==> config.mk <==
export PLATFORM = sky130hd
export DESIGN_NAME = branch_condition_unit
export DESIGN_NICKNAME = d
export VERILOG_FILES = /design/src/rtl/branch_condition_unit_pkg.sv /design/src/rtl/branch_condition_unit_cond_eval.sv /design/src/rtl/branch_condition_unit.sv
export SDC_FILE = /design/constraint.sdc
export NUM_CORES = 1
export LEC_CHECK = 0
export CAP_MARGIN = 20
export CELL_PAD_IN_SITES_DETAIL_PLACEMENT = 2
export CELL_PAD_IN_SITES_GLOBAL_PLACEMENT = 2
export CORE_MARGIN = 4
export CORE_UTILIZATION = 30
export CTS_CLUSTER_DIAMETER = 50
export DETAILED_ROUTE_END_ITERATION = 6
export PLACE_DENSITY_LB_ADDON = 0.05
export REMOVE_ABC_BUFFERS = 1
export SETUP_SLACK_MARGIN = 0.1
export SLEW_MARGIN = 20
export SYNTH_ARGS = -nofsm -noshare
export SYNTH_HDL_FRONTEND = slang
export SYNTH_HIERARCHICAL = 1
export SYNTH_SLANG_ARGS = --single-unit
==> constraint.sdc <==
create_clock -name clock -period 3.6 [get_ports clock]
set_clock_uncertainty 0.2 [all_clocks]
set_input_delay 0.36 -clock clock [delete_from_list [all_inputs] [get_ports clock]]
set_output_delay 0.36 -clock clock [all_outputs]
set_load 0.1 [all_outputs]
==> src/rtl/branch_condition_unit_pkg.sv <==
// branch_condition_unit_pkg: condition codes, flag bit positions and FSM encoding for branch resolution
package branch_condition_unit_pkg;
  localparam logic [3:0] COND_EQ = 4'd0;
  localparam logic [3:0] COND_NE = 4'd1;
  localparam logic [3:0] COND_CS = 4'd2;
  localparam logic [3:0] COND_CC = 4'd3;
  localparam logic [3:0] COND_HI = 4'd4;
  localparam logic [3:0] COND_LS = 4'd5;
  localparam logic [3:0] COND_GT = 4'd6;
  localparam logic [3:0] COND_LE = 4'd7;
  localparam logic [3:0] COND_FS = 4'd8;
  localparam logic [3:0] COND_FC = 4'd9;
  localparam logic [3:0] COND_LO = 4'd10;
  localparam logic [3:0] COND_HS = 4'd11;
  localparam logic [3:0] COND_LT = 4'd12;
  localparam logic [3:0] COND_GE = 4'd13;
  localparam logic [3:0] COND_UC = 4'd14;
  localparam logic [3:0] COND_NV = 4'd15;
  localparam int FLAG_C = 4;
  localparam int FLAG_Z = 3;
  localparam int FLAG_L = 2;
  localparam int FLAG_F = 1;
  localparam int FLAG_N = 0;
  typedef enum logic [1:0] {ST_IDLE, ST_WAIT_FLAGS, ST_EVAL, ST_FLUSH} state_t;
endpackage

==> src/rtl/branch_condition_unit_cond_eval.sv <==
// cond_eval: resolves a 4-bit condition code against the C,Z,L,F,N flag vector
module cond_eval
  import branch_condition_unit_pkg::*;
(
  input  logic [3:0] cond,
  input  logic [4:0] flags,
  output logic       cond_true
);
  logic c, z, l, f, n, base;
  assign c = flags[FLAG_C];
  assign z = flags[FLAG_Z];
  assign l = flags[FLAG_L];
  assign f = flags[FLAG_F];
  assign n = flags[FLAG_N];
  // every odd code is the complement of the even code below it
  always_comb begin
    base = 1'b0;
    case ({cond[3:1], 1'b0})
      COND_EQ: base = z;
      COND_CS: base = c;
      COND_HI: base = l;
      COND_GT: base = n;
      COND_FS: base = f;
      COND_LO: base = !l && !z;
      COND_LT: base = !n && !z;
      COND_UC: base = 1'b1;
      default: base = 1'b0;
    endcase
  end
  assign cond_true = base ^ cond[0];
endmodule

==> src/rtl/branch_condition_unit.sv <==
// branch_condition_unit: resolves Bcond/Jcond requests from status flags and drives fetch redirect/flush
module branch_condition_unit
  import branch_condition_unit_pkg::*;
#(
  parameter int ADDR_WIDTH   = 16,
  parameter int DISP_WIDTH   = 8,
  parameter int FLUSH_CYCLES = 2
) (
  input  logic                  clock,
  input  logic                  reset,
  input  logic                  br_valid,
  output logic                  br_ready,
  input  logic [3:0]            br_cond,
  input  logic                  br_is_jump,
  input  logic [ADDR_WIDTH-1:0] br_pc,
  input  logic [DISP_WIDTH-1:0] br_disp,
  input  logic [ADDR_WIDTH-1:0] br_target,
  input  logic [4:0]            flags_in,
  input  logic                  flags_pending,
  output logic                  resolve_valid,
  output logic                  taken,
  output logic                  redirect_valid,
  output logic [ADDR_WIDTH-1:0] redirect_pc,
  output logic                  flush
);
  state_t state, state_n;
  logic [3:0] cnt, cond_q;
  logic jump_q, cond_true;
  logic [ADDR_WIDTH-1:0] pc_q, target_q, dest;
  logic [DISP_WIDTH-1:0] disp_q;
  cond_eval u_cond_eval (.cond(cond_q), .flags(flags_in), .cond_true(cond_true));
  assign dest = jump_q ? target_q : pc_q + ADDR_WIDTH'($signed(disp_q));
  assign br_ready = state == ST_IDLE;
  always_comb begin
    state_n = state;
    case (state)
      ST_IDLE:       state_n = br_valid ? (flags_pending ? ST_WAIT_FLAGS : ST_EVAL) : ST_IDLE;
      ST_WAIT_FLAGS: state_n = flags_pending ? ST_WAIT_FLAGS : ST_EVAL;
      ST_EVAL:       state_n = cond_true ? ST_FLUSH : ST_IDLE;
      ST_FLUSH:      state_n = cnt == 4'd0 ? ST_IDLE : ST_FLUSH;
      default:       state_n = ST_IDLE;
    endcase
  end
  always_ff @(posedge clock or posedge reset) begin
    if (reset) begin
      state          <= ST_IDLE;
      cnt            <= '0;
      cond_q         <= '0;
      jump_q         <= 1'b0;
      pc_q           <= '0;
      disp_q         <= '0;
      target_q       <= '0;
      resolve_valid  <= 1'b0;
      taken          <= 1'b0;
      redirect_valid <= 1'b0;
      redirect_pc    <= '0;
      flush          <= 1'b0;
    end else begin
      state          <= state_n;
      resolve_valid  <= 1'b0;
      redirect_valid <= 1'b0;
      if (state == ST_IDLE && br_valid) begin
        cond_q   <= br_cond;
        jump_q   <= br_is_jump;
        pc_q     <= br_pc;
        disp_q   <= br_disp;
        target_q <= br_target;
      end
      if (state == ST_EVAL) begin
        resolve_valid  <= 1'b1;
        taken          <= cond_true;
        redirect_valid <= cond_true;
        flush          <= cond_true;
        if (cond_true) begin
          redirect_pc <= dest;
          cnt         <= 4'(FLUSH_CYCLES - 1);
        end
      end
      if (state == ST_FLUSH) begin
        flush <= cnt != 4'd0;
        if (cnt != 4'd0) cnt <= cnt - 4'd1;
      end
    end
  end
endmodule

==> reports/metrics.yaml, run 1 <==
n_antenna_cell: 0
fin_area_mm2: 0.00480
clk_path_buf_depth: 2
grt_first_pass_wirelength_mm: 15.9
fin_util_pct: 41.5
place_area_mm2: 0.00447
max_stage_delay_ns: 1.16
finalHoldViolCount: 0
setup_viol: 0
cts_hold_buf: 0
hpwl_mm: 6.86
cp-start-kind: "register"
cp-startpoint: "state[1]"
final_cells: 539
yosys_warnings: 6
synth_top_cell_area_share_pct: 49.6
finalMaxSlewViolations: 0
gr-total-overflow: 0
yosys.area.top_type: "dfrtp_1"
r2r_setup_slack_ns: 0.97
start_util_pct: 31.0
die_area_mm2: 0.0137
cp_data_required_time_ns: 3.04
synth_seq_cells: 71
core.rowCount: 39
cp_num_buf_inv: 1
ys_seq_area_share_pct: 49.6
drt_pass1_iterations: 3
cts-htree-levels: 3
ys_top_cells_by_area: "dfrtp_1 (50%), mux2_1 (14%), ha_1 (5.6%)"
vias_per_cell: 4.93
crit_chain: "nor2_1 > clkdlybuf4s50_1"
cp.arrival_ns: 2.14
layout_commonest_cell: "clkdlybuf4s50_1"
grt_start_max_net_pins: 72
drive_above_1_share_pct: 7.58
maxSlewHeadroom_pct: 33.0
status: "completed"
synthCells: 313
final_nets: 462
maxCapViolCount: 0
clockRootBuffer: "clkbuf_16"
portBuffers: 74
cts-resized-gates: 0
worstSetupPathType: "reg2out"
r2r_cells: 10
cts_buffers: 9
rsz0062_at_grt: "false"
wire_per_inst_um: 17.4
drt-total-wl_mm: 9.39
crit_cells: 2
drt_iter0_markers: 55
antenna_found_initial: 0
dp_cells: 523
insertion_delay_ns: 0.34
first_global_vias: 3002
fillers: 1197
cts_tree: "yes"
syn-cell-area_mm2: 0.00358
reg2reg_from: "cond_q[1]"
mostFrequentLayoutCells: "clkdlybuf4s50_1 (74), dfrtp_1 (71), mux2_1 (45), a21oi_1 (23), nand2_1 (21)"
post-route-min-period_ns: 2.70
fmax_ghz: 0.371
tightest_slew_ns: 1.00
reg2reg_to: "redirect_pc[14]"
die_w_um: 117
gp_congestion: 0.763
drc: 0
post-cts-setup-buffers: 0
synth_cell_types: 44
area_delta_synth_final_pct: 34.2
avgSynthCellArea_um2: 11.4
cp_top_family: "buffers and inverters"
cp-end-kind: "output pin"
critPathSlowestCell: "clkdlybuf4s50_1"
endpoint: "br_ready"
antenna_left: 0
track_usage_pct: 15.2
cts.clk_slew.worst_paths_ns: 0.06
via_count: 2658
die_h_um: 117
cts.sink_count: 71
hold_class: "reg2reg"
cp_max_fo: 7
fin_ws_ns: 0.903
period_share_pct: 74.9
io_pins: 75
place_ws_ns: 0.579
coreArea_mm2: 0.0116
-- routing by layer --
layer / global-route usage (%) / vias up / share of wire (%)
li1: - / 1275 / -
met1: 19.4 / 1327 / 46
met2: 25.0 / 49 / 49
met3: 5.09 / 7 / 4.0
met4: 3.44 / 0 / 1.1
met5: 0 / - / 0
-- state kept, by name (all words and copies together), names as in the netlist, 2 cells and up --
register / flops
cnt: 4
cond_q: 4
disp_q: 8
pc_q: 16
redirect_pc: 16
state: 2
target_q: 16
-- worst min-delay path by stage --
stage,start,endpoint,slack [ns],cells past startpoint
after CTS,target_q[10],target_q[10],0.29,1
after global placement,target_q[1],target_q[1],0.27,1
after global routing,pc_q[10],pc_q[10],0.32,1
final,target_q[10],target_q[10],0.29,1
after detailed placement,target_q[10],target_q[10],0.28,1
after floorplan,flags_pending,state[1],0.26,1
-- synth_stat cells, drive strengths merged --
master,instances
ha,16
mux2,45
a211oi,2
o31a,1
o211ai,5
fa,1
xnor2,11
xor2,5
a221oi,2
nor2,17
o2bb2ai,1
o21ai,23
a21o,2
o22ai,2
nand3,5
dfrtp,71
inv,8
mux2i,3
nand4,3
o31ai,3
buf,7
nand2,22
a31oi,2
or3b,1
a21oi,25
and2,2
o311ai,1
nor3,4
o21a,8
clkbuf,3
nand2b,5
dlymetal6s2s,1
and2b,1
o21bai,1
nor3b,3
a21boi,1
-- metrics by stage --
stage	TNS (ns)	hold WS, ns
after floorplan	-5.10	0.258
after global placement	0	0.269
after detailed placement	0	0.280
after CTS	0	0.294
after global routing	0	0.317
final	0	0.288
-- cell families after synthesis --
logic type	synth area share (%)
adder cells (fa/ha/maj)	6.15
buffers and inverters	2.80
flip-flops	49.6
multiplexers	15.0
AND/OR/NAND/NOR	8.46
XOR/XNOR	3.91
AO/OA/AOI/OAI	14.1
-- cell type report --
class / count / area (µm²) / share of cell area (%)
Clock inverter: 6 / 109 / 2.27
Clock buffer: 10 / 229 / 4.77
Timing Repair Buffer: 78 / 771 / 16.0
Inverter: 8 / 35.0 / 0.729
Sequential cell: 71 / 1780 / 37.0
Tap cell: 143 / 179 / 3.72
Multi-Input combinational cell: 223 / 1710 / 35.5
-- worst register-to-register path: stages, from the launching register on --
cell and delay (ns):
dfrtp_1 0.44, or3b_1 0.39, o311ai_1 0.11, a221oi_2 0.13, xnor2_1 0.33, nand2_4 0.20, inv_6 0.16, nand2b_2 0.13
nor3b_1 0.29, a221oi_2 0.09, o31ai_1 0.07
Power of run 1 is left out: the tool's default activity adds up to more than one toggle a clock period on the data nets, which glitch-free logic cannot reach.
==> run 2, diff against run 1 <==
==> constraint.sdc (replaced) <==
create_clock -name clock -period 2.65 [get_ports clock]
set_clock_uncertainty 0.2 [all_clocks]
set_input_delay 0.265 -clock clock [delete_from_list [all_inputs] [get_ports clock]]
set_output_delay 0.265 -clock clock [all_outputs]
set_load 0.1 [all_outputs]
==> run 2 against run 1 <==
  * Die area unchanged
  * Register-to-register slack worse by 0.66 ns
  * Sequential share of layout area increased by 0.21 points
  * Final cell count rose by 0.74%
  * Final area decreased by 0.57%
  * Non-clock buffer count rose by 5
  * Utilization fell by 0.24 points
  * Wire length is 3.0% lower
  * Worst setup slack worse by 0.60 ns
  * Via count shrank 0.19%
  * Critical endpoint is now redirect_pc[12]
==> reports/metrics.yaml, run 2 (synthesized netlist as in run 1, its figures left out) <==
status: "completed"
maxCapViolCount: 0  # unchanged
reg2reg_from: "pc_q[0]"
r2r_cells: 8  # -2
reg_top3: "pc_q: 16 flops, redirect_pc: 16 flops, target_q: 16 flops"
cts_hold_buf: 0  # unchanged
drt-total-wl_mm: 9.11  # -3.0%
drc: 0  # unchanged
clockRootBuffer: "clkbuf_16"
clk_path_buf_depth: 2  # unchanged
cp_max_fo: 3  # -4
vias_per_cell: 4.89  # -0.92%
hold_class: "in2async"
coreArea_mm2: 0.0116  # unchanged
start_util_pct: 31.0  # unchanged
mostFrequentLayoutCells: "dfrtp_1 (71), clkdlybuf4s50_1 (53), mux2_1 (45), buf_4 (26), a21oi_1 (23)"
drive_above_1_share_pct: 13.3  # +5.7 points
die_w_um: 117  # unchanged
rsz0062_at_grt: "false"
cts.sink_count: 71  # unchanged
die_h_um: 117  # unchanged
io_pins: 75  # unchanged
via_count: 2653  # -0.19%
gr-total-overflow: 0  # unchanged
cp-end-kind: "register"
track_usage_pct: 14.6  # -0.66 points
post-route-min-period_ns: 2.34
fmax_ghz: 0.426
critPathSlowestCell: "fa_1"
final_nets: 467  # +1.1%
first_global_vias: 2976  # -0.87%
reg2reg_to: "redirect_pc[12]"
wire_per_inst_um: 16.8  # -3.7%
n_antenna_cell: 0  # unchanged
place_area_mm2: 0.00450  # +0.78%
antenna_left: 0  # unchanged
fin_util_pct: 41.3  # -0.24 points
core.rowCount: 39  # unchanged
cts-htree-levels: 3  # unchanged
setup_viol: 0  # unchanged
r2r_setup_slack_ns: 0.31  # -0.66 ns
finalMaxSlewViolations: 0  # unchanged
grt_start_max_net_pins: 72  # unchanged
layout_commonest_cell: "dfrtp_1"
area_delta_synth_final_pct: 33.4
crit_chain: "ha_1 > fa_1 > nand3_1 > a21oi_2 > o31ai_4 > a21oi_1 > xnor2_1 > o211ai_1"
fin_ws_ns: 0.305  # -0.598 ns
cp_top_family: "adder cells"
period_share_pct: 88.5
cts.clk_slew.worst_paths_ns: 0.06  # about the same
cp_data_required_time_ns: 2.66  # -0.38 ns
tightest_slew_ns: 0.526  # -0.476 ns
finalHoldViolCount: 0  # unchanged
fillers: 1228  # +2.6%
hpwl_mm: 6.82  # -0.67%
max_stage_delay_ns: 0.44  # -0.72 ns
maxSlewHeadroom_pct: 64.8  # +32 points
insertion_delay_ns: 0.34  # about the same
antenna_found_initial: 0  # unchanged
die_area_mm2: 0.0137  # unchanged
cp_num_buf_inv: 0  # -1
gp_congestion: 0.720  # -5.6%
drt_pass1_iterations: 4  # +1
cts_tree: "yes"
cts_buffers: 9  # unchanged
portBuffers: 74  # unchanged
fin_area_mm2: 0.00478  # -0.57%
drt_iter0_markers: 56  # +1.8%
cp.arrival_ns: 2.36  # +0.22 ns
place_ws_ns: 0.00906  # -0.570 ns
cp-start-kind: "register"
grt_first_pass_wirelength_mm: 15.0  # -5.3%
worstSetupPathType: "reg2reg"
-- run 2: cell types whose count changed in the layout (fill, tap and decap cells not counted), sizes merged --
cell           previous run  this run
clkbuf                   10        14
clkdlybuf4s50            74        53
clkinv                    3         1
buf                       4        30
bufinv                    3         0
-- run 2: final cells by class --
class,instances,area (µm²),area share (%)
Multi-Input combinational cell,223,1720,36.0
Sequential cell,71,1780,37.2
Clock buffer,14,254,5.32
Timing Repair Buffer,83,806,16.9
Clock inverter,1,5.00,0.105
Tap cell,143,179,3.75
Inverter,8,35.0,0.733
-- run 2: worst max-delay path by stage --
stage                startpoint              end  slack [ns]  cells past startpoint
CTS                     pc_q[0]  redirect_pc[12]        0.16                      8
floorplan              state[1]        cond_q[0]       -1.06                      3
global route            pc_q[0]  redirect_pc[12]        0.15                      8
detailed placement  flags_in[2]  redirect_pc[14]       0.009                     11
global placement    flags_in[2]  redirect_pc[14]        0.07                      9
finish                  pc_q[0]  redirect_pc[12]        0.31                      8
-- run 2: worst min-delay path, delay by kind of cell --
family / cells / cell delay [ns]
buffers and inverters: 3 / 0.81
-- run 2: timing repair --
item	in CTS	in global routing
gates resized for setup	0	2
setup endpoints to repair	0	2
buffers inserted	0	0
-- run 2: stage by stage --
step	cells	hold slack (ns)	setup TNS, ns
after floorplan	302	0.163	-47.85
after global placement	528	0.274	0
after detailed placement	528	0.283	0
after CTS	543	0.150	0
after global routing	543	0.198	0
final	543	0.137	0
-- run 2: layer usage --
layer / up-vias / global-route usage [%] / wire [µm]
met5: - / 0 / 0
met4: 0 / 4.13 / 117
met3: 10 / 5.09 / 432
met2: 47 / 24.9 / 4470
met1: 1314 / 17.3 / 4090
li1: 1282 / - / -
Power of run 2 is left out for the same reason.
==> run 3, diff against run 2 <==
--- a/config.mk
+++ b/config.mk
@@ -15,7 +15,6 @@
 export PLACE_DENSITY_LB_ADDON = 0.05
 export REMOVE_ABC_BUFFERS = 1
 export SETUP_SLACK_MARGIN = 0.1
-export SLEW_MARGIN = 20
 export SYNTH_ARGS = -nofsm -noshare
 export SYNTH_HDL_FRONTEND = slang
 export SYNTH_HIERARCHICAL = 1
==> results of run 3 <==
No change in the layout: final DEF, timing and power equal those of run 2.
Power of run 3 is left out for the same reason.
